--- config.mk ---
export PLATFORM = sky130hd
export DESIGN_NAME = if_fetch_stage
export DESIGN_NICKNAME = d
export VERILOG_FILES = /design/src/rtl/if_fetch_stage.sv
export SDC_FILE = /design/constraint.sdc
export NUM_CORES = 1
export LEC_CHECK = 0
export ABC_AREA = 0
export ABC_CLOCK_PERIOD_IN_PS = 2000
export BUFFER_PORTS_ARGS = -buffer_cell sky130_fd_sc_hd__buf_2
export CAP_MARGIN = 25
export CORE_MARGIN = 10
export CORE_UTILIZATION = 25
export CTS_CLUSTER_SIZE = 24
export DETAILED_ROUTE_END_ITERATION = 16
export SLEW_MARGIN = 20
export SYNTH_ARGS = -nofsm -noshare
export SYNTH_HDL_FRONTEND = slang
export SYNTH_SLANG_ARGS = --single-unit
--- constraint.sdc ---
create_clock -name clk -period 2 [get_ports clk]
set_clock_uncertainty 0.1 [all_clocks]
set_input_delay 0.1 -clock clk [delete_from_list [all_inputs] [get_ports clk]]
set_output_delay 0.1 -clock clk [all_outputs]
set_load 0.01 [all_outputs]
--- src/rtl/if_fetch_stage.sv ---
// Instruction-fetch stage with IF/ID pipeline register.
// Owns the PC, drives a req/ack instruction-memory port and squashes wrong-path fetches.
module if_fetch_stage #(
   parameter logic [31:0] RESET_PC  = 32'h0000_0000,
   parameter logic [31:0] NOP_INSTR = 32'h0000_0013
) (
   input  logic        clk,
   input  logic        rst,
   output logic        imem_req,
   output logic [31:0] imem_addr,
   input  logic        imem_ack,
   input  logic [31:0] imem_rdata,
   input  logic        stall,
   input  logic        Branch,
   input  logic [31:0] branch_target,
   output logic        id_valid,
   output logic [31:0] id_pc,
   output logic [31:0] id_instr
);

   typedef enum logic [1:0] {IDLE, FETCH, HOLD, KILL} state_t;

   state_t      state, state_nx;
   logic [31:0] pc;
   logic [31:0] kill_addr;
   logic [31:0] hold_buf;
   logic [31:0] target_al;
   logic        redirect;

   always_comb begin
      redirect  = Branch & id_valid & ~stall;
      target_al = branch_target & 32'hFFFF_FFFC;
   end

   always_ff @(posedge clk) begin
      if (rst) state <= IDLE;
      else     state <= state_nx;
   end

   always_comb begin
      state_nx = state;
      case (state)
         IDLE:  state_nx = FETCH;
         FETCH: begin
            // A redirect with no ack leaves a wrong-path request in flight; KILL drains it.
            if (redirect)               state_nx = imem_ack ? FETCH : KILL;
            else if (imem_ack && stall) state_nx = HOLD;
         end
         HOLD:  if (redirect || !stall) state_nx = FETCH;
         KILL:  if (imem_ack) state_nx = FETCH;
         default: state_nx = IDLE;
      endcase
   end

   always_comb begin
      imem_req  = (state == FETCH) || (state == KILL);
      imem_addr = (state == KILL) ? kill_addr : pc;
   end

   always_ff @(posedge clk) begin
      if (rst) begin
         pc        <= RESET_PC;
         id_valid  <= 1'b0;
         id_pc     <= '0;
         id_instr  <= NOP_INSTR;
         kill_addr <= '0;
         hold_buf  <= '0;
      end else begin
         case (state)
            FETCH: begin
               if (redirect) begin
                  pc       <= target_al;
                  id_valid <= 1'b0;
                  id_instr <= NOP_INSTR;
                  if (!imem_ack) kill_addr <= pc;
               end else if (imem_ack && !stall) begin
                  id_pc    <= pc;
                  id_instr <= imem_rdata;
                  id_valid <= 1'b1;
                  pc       <= pc + 32'd4;
               end else if (imem_ack) begin
                  hold_buf <= imem_rdata;
               end else if (!stall) begin
                  id_valid <= 1'b0;
               end
            end
            HOLD: begin
               if (redirect) begin
                  pc       <= target_al;
                  id_valid <= 1'b0;
               end else if (!stall) begin
                  id_pc    <= pc;
                  id_instr <= hold_buf;
                  id_valid <= 1'b1;
                  pc       <= pc + 32'd4;
               end
            end
            default: ;
         endcase
      end
   end

endmodule

==> run_summary.xml <==
<?xml version="1.0" encoding="UTF-8"?>
<metrics>
  <group name="run_status">
    <metric name="run_status" unit="">finished with violations</metric>
    <metric name="violations" unit="">setup timing</metric>
  </group>
  <group name="place">
    <metric name="i_o_buffers" unit="">160</metric>
    <metric name="detailedPlace.worstSlack" unit="ns">-0.06877</metric>
    <metric name="hpwlAfterDp" unit="um">17440</metric>
    <metric name="placedCellCount" unit="">1503</metric>
    <metric name="globalplace.congestion" unit="">0.8202</metric>
  </group>
  <group name="drt">
    <metric name="drtAntennaViolNets" unit="">0</metric>
    <metric name="drt-vias-per-instance" unit="">4.747</metric>
    <metric name="wl_per_cell" unit="um">16.43</metric>
    <metric name="drt_drc_violations_left" unit="">0</metric>
    <metric name="num_vias" unit="">7619</metric>
    <metric name="firstDrtPassIters" unit="">5</metric>
    <metric name="dr.first_iter.drc_count" unit="">506</metric>
    <metric name="wirelength" unit="um">26370</metric>
  </group>
  <group name="finish">
    <metric name="post_layout_nonfiller_instances" unit="">1605</metric>
    <metric name="multiInputGateArea" unit="sq um">3950</metric>
    <metric name="final_layout_size_suffix_gt1_share" unit="%">29.57</metric>
    <metric name="final_net_count" unit="">1283</metric>
    <metric name="layout.area.seq" unit="sq um">3163</metric>
    <metric name="num-fill-cells" unit="">2992</metric>
    <metric name="mostFrequentLayoutCell" unit="">sky130_fd_sc_hd__nand2_1</metric>
    <metric name="postLayoutCoreUtil" unit="%">37.54</metric>
    <metric name="antenna_cells" unit="">0</metric>
    <metric name="layout_stage_area_growth_over_the_synthesis_result" unit="%">48.34</metric>
    <metric name="most-common-layout-cells" unit="">217 x sky130_fd_sc_hd__nand2_1, 149 x sky130_fd_sc_hd__dfxtp_1, 146 x sky130_fd_sc_hd__a21oi_1</metric>
  </group>
  <group name="clock_tree">
    <metric name="cts.htree.levels" unit="">4</metric>
    <metric name="clk_root_buffer_cell" unit="">sky130_fd_sc_hd__clkbuf_16</metric>
    <metric name="clock_path_buffers" unit="">2</metric>
    <metric name="cts_tree" unit="">built</metric>
    <metric name="clk_pin_slew_worst_paths" unit="ns">0.06</metric>
    <metric name="tritoncts.num_buffers" unit="">17</metric>
    <metric name="clock_net_sink_count" unit="">157</metric>
    <metric name="clk_latency" unit="ns">0.42</metric>
  </group>
  <group name="logic_synthesis">
    <metric name="netlist.top_cell.by_area" unit="">sky130_fd_sc_hd__dfxtp_1</metric>
    <metric name="synthFlopType" unit="">sky130_fd_sc_hd__dfxtp_1</metric>
    <metric name="yosysTopAreaCellShare" unit="%">43.27</metric>
    <metric name="synth-seq-cells" unit="">157</metric>
    <metric name="netlist_instances" unit="">963</metric>
    <metric name="synthesis.yosys.warnings" unit="">0</metric>
    <metric name="synth_seq_area_share" unit="%">43.27</metric>
    <metric name="edff_count_synth" unit="">0</metric>
    <metric name="post_synth_main_area_contributors" unit="">sky130_fd_sc_hd__dfxtp_1 43%, sky130_fd_sc_hd__nand2_1 11%, sky130_fd_sc_hd__a21oi_1 10%</metric>
    <metric name="mappedNetlistArea" unit="sq um">7263</metric>
    <metric name="synth-async-reset-ratio" unit="%">0</metric>
    <metric name="avgSynthCellArea" unit="sq um">7.542</metric>
    <metric name="netlist-cell-type-count" unit="">60</metric>
  </group>
  <group name="die">
    <metric name="die-area" unit="sq um">36270</metric>
    <metric name="std_cell_rows" unit="">62</metric>
    <metric name="num_io_pins" unit="">167</metric>
    <metric name="floorplan.die.width" unit="um">190.5</metric>
    <metric name="fp.coreArea" unit="sq um">28700</metric>
    <metric name="initial_utilization" unit="%">25.31</metric>
    <metric name="die_h" unit="um">190.5</metric>
  </group>
  <group name="global_routing">
    <metric name="grt_pass1_wl" unit="um">40810</metric>
    <metric name="number_of_antenna_violations_at_the_first_check_in_global_routing" unit="">1</metric>
    <metric name="globalRouteOverflowTotal" unit="">0</metric>
    <metric name="grt.total_usage" unit="%">13.99</metric>
    <metric name="first_global_vias" unit="">7477</metric>
    <metric name="grt_max_degree" unit="">66</metric>
  </group>
  <group name="sta">
    <metric name="postLayoutSetupSlackWorst" unit="ns">-0.09911</metric>
    <metric name="fmaxAchievable" unit="MHz">476.4</metric>
    <metric name="timing.final.crit_period" unit="ns">2.099</metric>
    <metric name="report.final.hold_viol_count" unit="">0</metric>
    <metric name="finalHoldWorstSlack" unit="ns">0.03546</metric>
    <metric name="finalSetupViolations" unit="">45</metric>
    <metric name="final-max-slew-violation-count" unit="">0</metric>
    <metric name="rsz0062_at_grt" unit="">true</metric>
    <metric name="finalCritPeriodShare" unit="%">105.0</metric>
  </group>
  <group name="power">
    <metric name="p_sw" unit="mW">4.225</metric>
    <metric name="power-per-cell-area" unit="nW/um^2">1096</metric>
    <metric name="power.share.combinational" unit="%">40.5</metric>
    <metric name="share_clk_of_total_power" unit="%">28.0</metric>
    <metric name="max-vdd-ir-drop" unit="mV">0.5454</metric>
    <metric name="p_sw_share" unit="%">35.79</metric>
    <metric name="power_leakage" unit="nW">4.301</metric>
    <metric name="sequentialPowerShare" unit="%">31.5</metric>
    <metric name="internal_power" unit="mW">7.579</metric>
  </group>
  <group name="setup_path">
    <metric name="cp_slowest_stage_delay" unit="ns">0.35</metric>
    <metric name="cp_slowest_cell" unit="">sky130_fd_sc_hd__dfxtp_4</metric>
    <metric name="timing.critical_path.from_type" unit="">flip-flop</metric>
    <metric name="cp.required" unit="ns">2.21</metric>
    <metric name="crit_chain" unit="">inv_2 -&gt; ha_4 -&gt; or3_4 -&gt; o31a_1 -&gt; buf_4 -&gt; nor2_2 -&gt; mux2_4 -&gt; a222oi_1 -&gt; nor2_1</metric>
    <metric name="timing.critical_path.arrival" unit="ns">2.31</metric>
    <metric name="worstPathMaxFanout" unit="">3</metric>
    <metric name="critical_path_class" unit="">reg -&gt; reg</metric>
    <metric name="critPathCaptureType" unit="">flip-flop</metric>
  </group>
  <group name="flow_run">
    <metric name="count_of_max_cap_constraint_violations" unit="">0</metric>
  </group>
  <group name="worst_hold_path">
    <metric name="worstHoldPathType" unit="">in -&gt; reg</metric>
  </group>
</metrics>
timing repair:
action | in CTS | in global routing
buffers inserted | 5 | 3
gates resized for setup | 95 | 52
hold buffers | 62 | 0
gates cloned | 2 | 1
hold endpoints to repair | 88 | 0
pin swaps | 17 | 14
endpoints found under the setup margin | 87 | 101
area by class of cell:
cell class / count / area share (%)
inverters: 6 / 0.2090
flip-flops and latches: 157 / 29.36
clock buffers: 19 / 4.018
clock inverters: 11 / 1.347
multi-input cells: 710 / 36.66
well taps: 384 / 4.459
repair buffers: 318 / 23.95
cell usage after synthesis (all sizes together) (2+ instances only):
library cell,n
a221o,3
and4,4
nand2b,3
o31ai,7
nor3,6
a311oi,2
a31oi,7
o22ai,7
clkbuf,52
and3,5
nor4,5
and2,3
a21oi,147
ha,4
a211oi,7
or3,2
inv,6
a21o,2
o211ai,2
mux2i,4
nand4b,2
nand4,5
nor2b,3
nand2,220
a22oi,9
nand3,25
buf,41
nor2,99
o21a,2
mux2,31
dfxtp,157
o21ai,81
metrics by stage:
step	total power [mW]	cell area [sq um]	setup TNS [ns]
floorplan	6.042	7327	-0.005941
global placement	7.788	8980	-0.8196
detailed placement	7.815	8980	-0.9794
CTS	11.69	10550	-2.222
global route	12.52	10770	-7.721
finish	11.80	10770	-1.256
state kept, by name, summed over array words and instances (netlist names):
| register | cells |
|---|---|
| state | 2 |
| id_instr | 32 |
| pc | 30 |
| id_pc | 30 |
| kill_addr | 30 |
| hold_buf | 32 |
| id_valid | 1 |
worst max-delay path: cells and delay by family, from the launching register on:
family          cells  cell delay, ns
flops               1            0.35
buf+inv             2            0.20
mux                 1            0.26
fa+ha+maj           1            0.26
compound gates      2            0.58
simple gates        3            0.23
power by group through the flow:
stage                     clock network [mW]  registers (mW)  logic [mW]
after floorplan                            0            3.87        2.18
after global placement                     0            3.75        4.03
after detailed placement                   0            3.75        4.06
after CTS                               3.39            3.71        4.59
after global routing                    3.53            3.75        5.23
final                                   3.31            3.72        4.78
final timing paths:
path	cells after the start	endpoint	start	slack, ns
hold / removal	4	pc[16]	branch_target[16]	0.04
setup reg to reg	9	pc[31]	state[0]	-0.1
setup / recovery	9	pc[31]	state[0]	-0.1
hold reg to reg	2	id_pc[21]	id_pc[21]	0.35
kinds of logic (layout without fill, tap and decap cells):
| family | after synthesis | count (layout) | share of synthesized area (%) |
|---|---|---|---|
| simple gates | 385 | 385 | 23.01 |
| compound gates | 282 | 282 | 21.45 |
| flops | 157 | 157 | 43.27 |
| buf+inv | 99 | 354 | 6.167 |
| mux | 35 | 35 | 5.357 |
| fa+ha+maj | 4 | 4 | 0.6891 |
| other cells | 1 | 4 | 0.05163 |
routing by layer:
metal	up-vias	part of all wire (%)	routed length, um	global-route usage (%)
met4	2	1.5	391	3.846
met2	241	48	12610	23.56
met3	21	7.4	1963	4.133
met5	-	0.042	11	0
met1	3583	43	11400	16.94
li1	3772	-	-	-
No activity file was read; power rests on OpenSTA's default activity.
